===== src/rtl/mem_arbiter_if.sv =====
// mem_arbiter_if
// Bundles the fetch request/response, data request/response and shared
// memory port signals of the two-to-one memory arbiter.
//   slave  : the arbiter's view (requests and memory response in,
//            requester responses and memory request out)
//   master : the environment's view (core requesters plus memory model)
interface mem_arbiter_if #(
    parameter int ADDR_W = 64,
    parameter int DATA_W = 64
);
    // fetch requester
    logic                  ireq_valid;
    logic [ADDR_W-1:0]     ireq_addr;
    logic                  iresp_data_ok;
    logic [31:0]           iresp_data;
    // data requester
    logic                  dreq_valid;
    logic [ADDR_W-1:0]     dreq_addr;
    logic [2:0]            dreq_size;
    logic [DATA_W/8-1:0]   dreq_strobe;
    logic [DATA_W-1:0]     dreq_wdata;
    logic                  dresp_data_ok;
    logic [DATA_W-1:0]     dresp_data;
    // shared memory port
    logic                  mem_valid;
    logic [ADDR_W-1:0]     mem_addr;
    logic [2:0]            mem_size;
    logic [DATA_W/8-1:0]   mem_strobe;
    logic [DATA_W-1:0]     mem_wdata;
    logic                  mem_data_ok;
    logic [DATA_W-1:0]     mem_rdata;

    modport slave (
        input  ireq_valid, ireq_addr,
        output iresp_data_ok, iresp_data,
        input  dreq_valid, dreq_addr, dreq_size, dreq_strobe, dreq_wdata,
        output dresp_data_ok, dresp_data,
        output mem_valid, mem_addr, mem_size, mem_strobe, mem_wdata,
        input  mem_data_ok, mem_rdata
    );

    modport master (
        output ireq_valid, ireq_addr,
        input  iresp_data_ok, iresp_data,
        output dreq_valid, dreq_addr, dreq_size, dreq_strobe, dreq_wdata,
        input  dresp_data_ok, dresp_data,
        input  mem_valid, mem_addr, mem_size, mem_strobe, mem_wdata,
        output mem_data_ok, mem_rdata
    );
endinterface


===== src/rtl/mem_arbiter.sv =====
// mem_arbiter
// Shares one memory port between the instruction-fetch bus and the data bus.
// One transaction is outstanding at a time; the request is latched at the
// grant and held on mem_* until mem_data_ok. Simultaneous requests are
// resolved round-robin using the last granted requester.
// Ports:
//   clk   : clock
//   reset : synchronous active-high reset
//   bus   : mem_arbiter_if.slave (requests, responses, memory port)
module mem_arbiter #(
    parameter int ADDR_W = 64,
    parameter int DATA_W = 64
) (
    input  logic          clk,
    input  logic          reset,
    mem_arbiter_if.slave  bus
);
    localparam int STRB_W = DATA_W / 8;

    typedef enum logic [1:0] {IDLE, BUSY_I, BUSY_D} state_t;
    typedef enum logic {OWNER_I = 1'b0, OWNER_D = 1'b1} owner_t;

    state_t              state_reg,  state_next;
    owner_t              last_reg,   last_next;
    logic [ADDR_W-1:0]   addr_reg,   addr_next;
    logic [2:0]          size_reg,   size_next;
    logic [STRB_W-1:0]   strobe_reg, strobe_next;
    logic [DATA_W-1:0]   wdata_reg,  wdata_next;
    logic                grant_i;
    logic                grant_d;

    always_ff @(posedge clk) begin
        if (reset) begin
            state_reg  <= IDLE;
            last_reg   <= OWNER_D;   // first conflict after reset goes to fetch
            addr_reg   <= '0;
            size_reg   <= '0;
            strobe_reg <= '0;
            wdata_reg  <= '0;
        end else begin
            state_reg  <= state_next;
            last_reg   <= last_next;
            addr_reg   <= addr_next;
            size_reg   <= size_next;
            strobe_reg <= strobe_next;
            wdata_reg  <= wdata_next;
        end
    end

    always_comb begin
        state_next  = state_reg;
        last_next   = last_reg;
        addr_next   = addr_reg;
        size_next   = size_reg;
        strobe_next = strobe_reg;
        wdata_next  = wdata_reg;
        grant_i     = 1'b0;
        grant_d     = 1'b0;

        case (state_reg)
            IDLE: begin
                // Fetch wins when alone, or on a conflict if data went last.
                // mem_data_ok is deliberately not looked at here.
                grant_i = bus.ireq_valid && (!bus.dreq_valid || last_reg == OWNER_D);
                grant_d = bus.dreq_valid && !grant_i;
                if (grant_i) begin
                    state_next  = BUSY_I;
                    last_next   = OWNER_I;
                    addr_next   = bus.ireq_addr;
                    size_next   = 3'b010;    // fetches are always 4 bytes
                    strobe_next = '0;
                    wdata_next  = '0;
                end else if (grant_d) begin
                    state_next  = BUSY_D;
                    last_next   = OWNER_D;
                    addr_next   = bus.dreq_addr;
                    size_next   = bus.dreq_size;
                    strobe_next = bus.dreq_strobe;
                    wdata_next  = bus.dreq_wdata;
                end
            end
            BUSY_I, BUSY_D: begin
                if (bus.mem_data_ok) begin
                    state_next = IDLE;
                end
            end
            default: state_next = IDLE;
        endcase
    end

    // Memory port and responses. Read data is a plain pass-through; only the
    // owner's data_ok qualifies it.
    always_comb begin
        bus.mem_valid     = (state_reg != IDLE);
        bus.mem_addr      = addr_reg;
        bus.mem_size      = size_reg;
        bus.mem_strobe    = strobe_reg;
        bus.mem_wdata     = wdata_reg;
        bus.iresp_data_ok = (state_reg == BUSY_I) && bus.mem_data_ok;
        bus.dresp_data_ok = (state_reg == BUSY_D) && bus.mem_data_ok;
        bus.iresp_data    = bus.mem_rdata[31:0];
        bus.dresp_data    = bus.mem_rdata;
    end
endmodule


===== src/flat_wrapper.sv =====
// flat-port wrapper written by rule: the top's interface ports become plain ports
module mem_arbiter_flat 
#(
    parameter int ADDR_W = 64,
    parameter int DATA_W = 64
)
  (clk, reset, bus_ireq_valid, bus_ireq_addr, bus_iresp_data_ok, bus_iresp_data, bus_dreq_valid, bus_dreq_addr, bus_dreq_size, bus_dreq_strobe, bus_dreq_wdata, bus_dresp_data_ok, bus_dresp_data, bus_mem_valid, bus_mem_addr, bus_mem_size, bus_mem_strobe, bus_mem_wdata, bus_mem_data_ok, bus_mem_rdata);
  mem_arbiter_if #(.ADDR_W(ADDR_W), .DATA_W(DATA_W)) bus_i ();
  input  logic clk;
  input  logic reset;
  input wire logic [$bits(bus_i.ireq_valid)-1:0] bus_ireq_valid;
  input wire logic [$bits(bus_i.ireq_addr)-1:0] bus_ireq_addr;
  output wire logic [$bits(bus_i.iresp_data_ok)-1:0] bus_iresp_data_ok;
  output wire logic [$bits(bus_i.iresp_data)-1:0] bus_iresp_data;
  input wire logic [$bits(bus_i.dreq_valid)-1:0] bus_dreq_valid;
  input wire logic [$bits(bus_i.dreq_addr)-1:0] bus_dreq_addr;
  input wire logic [$bits(bus_i.dreq_size)-1:0] bus_dreq_size;
  input wire logic [$bits(bus_i.dreq_strobe)-1:0] bus_dreq_strobe;
  input wire logic [$bits(bus_i.dreq_wdata)-1:0] bus_dreq_wdata;
  output wire logic [$bits(bus_i.dresp_data_ok)-1:0] bus_dresp_data_ok;
  output wire logic [$bits(bus_i.dresp_data)-1:0] bus_dresp_data;
  output wire logic [$bits(bus_i.mem_valid)-1:0] bus_mem_valid;
  output wire logic [$bits(bus_i.mem_addr)-1:0] bus_mem_addr;
  output wire logic [$bits(bus_i.mem_size)-1:0] bus_mem_size;
  output wire logic [$bits(bus_i.mem_strobe)-1:0] bus_mem_strobe;
  output wire logic [$bits(bus_i.mem_wdata)-1:0] bus_mem_wdata;
  input wire logic [$bits(bus_i.mem_data_ok)-1:0] bus_mem_data_ok;
  input wire logic [$bits(bus_i.mem_rdata)-1:0] bus_mem_rdata;
  assign bus_i.ireq_valid = bus_ireq_valid;
  assign bus_i.ireq_addr = bus_ireq_addr;
  assign bus_iresp_data_ok = bus_i.iresp_data_ok;
  assign bus_iresp_data = bus_i.iresp_data;
  assign bus_i.dreq_valid = bus_dreq_valid;
  assign bus_i.dreq_addr = bus_dreq_addr;
  assign bus_i.dreq_size = bus_dreq_size;
  assign bus_i.dreq_strobe = bus_dreq_strobe;
  assign bus_i.dreq_wdata = bus_dreq_wdata;
  assign bus_dresp_data_ok = bus_i.dresp_data_ok;
  assign bus_dresp_data = bus_i.dresp_data;
  assign bus_mem_valid = bus_i.mem_valid;
  assign bus_mem_addr = bus_i.mem_addr;
  assign bus_mem_size = bus_i.mem_size;
  assign bus_mem_strobe = bus_i.mem_strobe;
  assign bus_mem_wdata = bus_i.mem_wdata;
  assign bus_i.mem_data_ok = bus_mem_data_ok;
  assign bus_i.mem_rdata = bus_mem_rdata;
  mem_arbiter #(.ADDR_W(ADDR_W), .DATA_W(DATA_W)) u_core (.clk(clk), .reset(reset), .bus(bus_i));
endmodule

===== config.mk =====
export PLATFORM = sky130hd
export DESIGN_NAME = mem_arbiter_flat
export DESIGN_NICKNAME = d
export VERILOG_FILES = /design/src/rtl/mem_arbiter_if.sv /design/src/rtl/mem_arbiter.sv /design/src/flat_wrapper.sv
export SDC_FILE = /design/constraint.sdc
export NUM_CORES = 1
export LEC_CHECK = 0
export BUFFER_PORTS_ARGS = -buffer_cell sky130_fd_sc_hd__buf_2
export CAP_MARGIN = 20
export CORE_AREA = 8 8 192 194
export DETAILED_ROUTE_END_ITERATION = 8
export DIE_AREA = 0 0 200 202
export GPL_TIMING_DRIVEN = 0
export PLACE_DENSITY = 0.42
export SYNTH_ARGS = -nofsm -noshare
export SYNTH_HDL_FRONTEND = slang
export SYNTH_SLANG_ARGS = --single-unit
export TNS_END_PERCENT = 20

===== constraint.sdc =====
create_clock -name clk -period 1.9 [get_ports clk]
set_clock_uncertainty 0.15 [all_clocks]
set_input_delay 0.19 -clock clk [delete_from_list [all_inputs] [get_ports clk]]
set_output_delay 0.19 -clock clk [all_outputs]
set_load 0.05 [all_outputs]

; Word level (Yosys, flattened, before mapping)
; Index checks and enable logic that the tools add are counted.
[classes]
n_eq_ne = 4
mux = 14
reduce_logical = 13
[ops]
columns = op, count
row1 = 64-bit two-way mux, 4
row2 = 8-bit two-way mux, 2
row3 = 2-bit two-way mux, 3
row4 = 3-bit two-way mux, 2
row5 = 1-bit logical AND, 4
row6 = 2-bit case mux with 2 select lines, 1
row7 = 2-bit AND reduction, 2
row8 = 2-bit nonzero test, 2
row9 = "3-bit by 1-bit inequality test with 1-bit output, second input constant", 1
row10 = "2-bit by 1-bit equality test with 1-bit output, second input constant", 1
row11 = "2-bit equality test, second input constant", 1
row12 = 1-bit zero test, 2
row13 = 2-bit zero test, 1
row14 = 1-bit two-way mux, 2
row15 = "2-bit inequality test, second input constant", 1
row16 = 2-bit OR reduction, 1
row17 = 1-bit logical OR, 1
[totals]
regBits = 142

; Depth between registers and ports, before layout
[depth]
word_depth = 8
ltp_mapped = 8
mapped_depth_nobuf = 5

; Worst setup path before layout
; No wires, ideal clock.
[synth_path]
path_kind = flip-flop to flip-flop
startpoint = reg u_core.state_reg[0]
endpoint = reg u_core.wdata_reg[33], in the netlist u_core.bus.mem_wdata[33]
t_required_ns = 1.685
stages_incl_launch_ff = 9
slack_ns = 0.227
arrival_time_ns = 1.458
cell_sequence = dfxtp_1 > inv_1 > ha_1 > buf_4 > o21ai_1 > buf_2 > buf_1 > a32oi_1 > nor2_1
[synth_via]
elab_chain_len = 2
[synth_lines]
columns = element, line
row1 = from (decl), mem_arbiter.sv:23  ; state_t state_reg, state_next;
row2 = from (signal assigned), mem_arbiter.sv:41  ; state_reg <= state_next;
row3 = 2-bit zero test, mem_arbiter.sv:60  ; case (state_reg)
row4 = 2-bit AND reduction (no source line), -
row5 = to (signal assigned), mem_arbiter.sv:46  ; wdata_reg <= wdata_next;
row6 = to (decl), mem_arbiter.sv:28  ; logic [DATA_W-1:0] wdata_reg, wdata_next;
; Every way passes these cells.
; A chain may end at the register's enable or synchronous reset.

; Final worst setup path
[layout_path]
startpoint = reg u_core.state_reg[0]
endpoint = out bus_mem_valid
[layout_via]
elab_chain_len = 1
[layout_lines]
columns = element, line
row1 = 2-bit nonzero test, mem_arbiter.sv:94  ; bus.mem_valid = (state_reg != IDLE);
row2 = to (decl), flat_wrapper.sv:22  ; output wire logic [$bits(bus_i.mem_valid)-1:0] bus_mem_valid;
; Every way passes these cells.

==> flow_summary.json <==
{
  "outcome": "finished, final reports clean",
  "final_cells": 1888,
  "crit_path_end": "bus_mem_valid",
  "vdd_ir_drop_max_mv": 0.5811,
  "yosys.cell_types.count": 24,
  "grt.total_usage_pct": 17.70,
  "vias": 8384,
  "cp.required_ns": 1.56,
  "area_delta_synth_final_pct": 86.47,
  "cts_tree": "yes",
  "max_slew_margin_pct": 54.53,
  "critical_path_arrival_ns": 1.49,
  "dieArea_sq_mm": 0.04040,
  "dp.cells": 1650,
  "ant_nets": 0,
  "core_area_sq_mm": 0.03395,
  "start_util_pct": 19.29,
  "drt-initial-drc-count": 275,
  "slew_viol_final": 0,
  "drt-wirelength-per-cell_microns": 20.11,
  "leakagePower_nw": 5.611,
  "row_count": 68,
  "worstMarginPinSlew_ns": 0.6820,
  "synth_top_area_cell": "dfxtp_1",
  "min_period_ns": 1.834,
  "fillCellCount": 3540,
  "final_nets": 1694,
  "power.density_mw_per_mm2": 903.1,
  "clk_latency_ns": 0.43,
  "die_h_microns": 202,
  "synth_area_sq_mm": 0.006548,
  "path_class": "flip-flop to output port",
  "grt.overflow.total": 0,
  "ys_seq_area_share_pct": 43.42,
  "startpoint": "u_core.state_reg[0]",
  "fin_crit_sh_pct": 96.53,
  "drive_gt1_share_pct": 43.96,
  "regToRegEndpoint": "u_core.bus.mem_addr[20]",
  "cp-start-kind": "flip-flop",
  "io_pins": 510,
  "hpwl_microns": 29230,
  "drc": 0,
  "hold_viol": 0,
  "vias_per_cell": 4.441,
  "final_util_pct": 35.96,
  "numCtsBuffers": 17,
  "first_pass_iters": 5,
  "io_buffers": 443,
  "tns_ns": 0,
  "ys_ff_latch": 142,
  "grt_pass1_vias": 9064,
  "syn_area_per_cell_sq_um": 8.707,
  "gp_congestion": 0.8763,
  "path_max_fanout": 10,
  "syn_nets": 1027,
  "max_freq_mhz": 545.3,
  "r2r-start": "u_core.state_reg[0]",
  "worstRegToRegCells": 8,
  "yosys_warnings": 0,
  "totalWireLength_microns": 37970,
  "ctsLongestPathBuffers": 2,
  "h-tree-depth": 4,
  "cts.sinks": 142,
  "cts_root_buf": "clkbuf_16",
  "grt_pass1_wl_microns": 54950,
  "finalSetupViolCount": 0,
  "post_cts_buffers": 0,
  "grt_max_degree": 17,
  "synth_top_area_share_pct": 43.42,
  "syn_inst": 752,
  "reg2reg_setup_slack_ns": 0.10,
  "design_area_sq_mm": 0.01221,
  "antenna_found_initial": 4,
  "clk_pin_slew_ns": 0.06,
  "endpoint_kind": "output port",
  "die_x_microns": 200,
  "placed_cell_area_sq_mm": 0.009334,
  "ys_top_cells_by_area": "dfxtp_1 43%, buf_4 11%, a32oi_1 9.9%",
  "cap_violations": 0,
  "hold_class": "primary input to flip-flop"
}
==> placed cells by master, fill, tap and decap left out, types with 4 or more instances in the layout <==
master           n
buf_2          462
dlygate4sd3_1  204
dfxtp_1        140
buf_4          103
nor2_1          75
a32oi_1         73
inv_1           66
nand3_1         65
nand4_1         65
o311ai_0        56
clkbuf_1        30
clkbuf_16       17
clkbuf_2        11
buf_6            8
o311ai_1         8
buf_8            5
bufinv_16        5
buf_1            4
clkbuf_4         4
==> stage by stage <==
stage	worst slack (ns)	hold WS, ns	power [mW]
final	0.06601	0.08187	11.03
after global routing	-0.003968	0.07033	11.52
after CTS	-0.06780	0.03630	11.08
after detailed placement	-0.3079	0.2724	6.892
after global placement	-0.3310	0.2722	6.898
after floorplan	0.2271	0.1798	5.801
==> cell usage after synthesis <==
master and n:
a21oi_1 2, and2_1 2, nor2b_1 2, o311ai_0 61, buf_4 97, o311ai_1 3, nand3_1 65, nand2b_1 2
o21ai_1 1, buf_2 34, dfxtp_1 142, o21ai_0 2, clkbuf_1 41, buf_1 8, nor2_1 75, a311oi_1 1
ha_1 3, a32oi_1 74, nand4_1 65, a21boi_2 1, nor3b_1 1, a221o_1 1, o21a_1 1, inv_1 68
==> power by group <==
| part | total (mW) | internal [mW] | switching (mW) |
|---|---|---|---|
| clock | 3.74 | 2.36 | 1.38 |
| combinational | 3.88 | 1.26 | 2.62 |
| sequential | 3.41 | 3.26 | 0.145 |
| total | 11.0 | 6.88 | 4.15 |
==> critical path, stage by stage, from the launching register on <==
cell and delay, ns:
dfxtp_2 0.35, inv_2 0.06, ha_4 0.16, buf_8 0.14, buf_8 0.14, inv_1 0.06
buf_6 0.15
==> how the worst min path moves through the flow <==
stage | start | endpoint | slack [ns] | depth (start not counted)
6_report | bus_dreq_valid | u_core.state_reg[0] | 0.08 | 4
3_5_place_dp | bus_dreq_addr[30] | u_core.bus.mem_addr[30] | 0.27 | 3
5_1_grt | bus_dreq_valid | u_core.state_reg[0] | 0.07 | 4
2_1_floorplan | bus_dreq_addr[19] | u_core.bus.mem_addr[19] | 0.18 | 2
4_1_cts | bus_dreq_valid | u_core.state_reg[0] | 0.04 | 4
3_3_place_gp | bus_dreq_addr[30] | u_core.bus.mem_addr[30] | 0.27 | 3
==> metal layers <==
| metal | wire length [microns] | part of all wire, % | track usage [%] | vias up |
|---|---|---|---|---|
| li1 | - | - | - | 3998 |
| met1 | 14660 | 39 | 19.74 | 3968 |
| met2 | 18800 | 50 | 31.18 | 372 |
| met3 | 3542 | 9.3 | 5.472 | 46 |
| met4 | 962 | 2.5 | 6.124 | 0 |
| met5 | 0 | 0 | 0 | - |
==> logic make-up (layout without fill, tap and decap cells) <==
kind of cell / Yosys count / after routing / synth area share [%]
compound gates: 147 / 147 / 19.42
fa+ha+maj: 3 / 3 / 0.5733
buf+inv: 248 / 927 / 20.43
flops: 142 / 142 / 43.42
other cells: 0 / 2 / 0
simple gates: 212 / 212 / 16.17
==> timing repair <==
action	in CTS	in global routing
hold buffers	204	0
hold endpoints to repair	140	0
gates resized for setup	38	41
setup endpoints to repair	117	125
cloned	0	1
==> layout make-up <==
type,instances,area [sq um],share of cell area (%)
antenna,2,5.005,0.04099
multi-input combinational,362,2402,19.68
clock buffer,21,450.4,3.689
buffer,180,1217,9.971
clock inverter,10,187.7,1.537
timing repair buffer,648,4277,35.03
inverter,68,255.2,2.091
tap,455,569.3,4.663
sequential,142,2845,23.30
(Power assumes the default switching activity.)
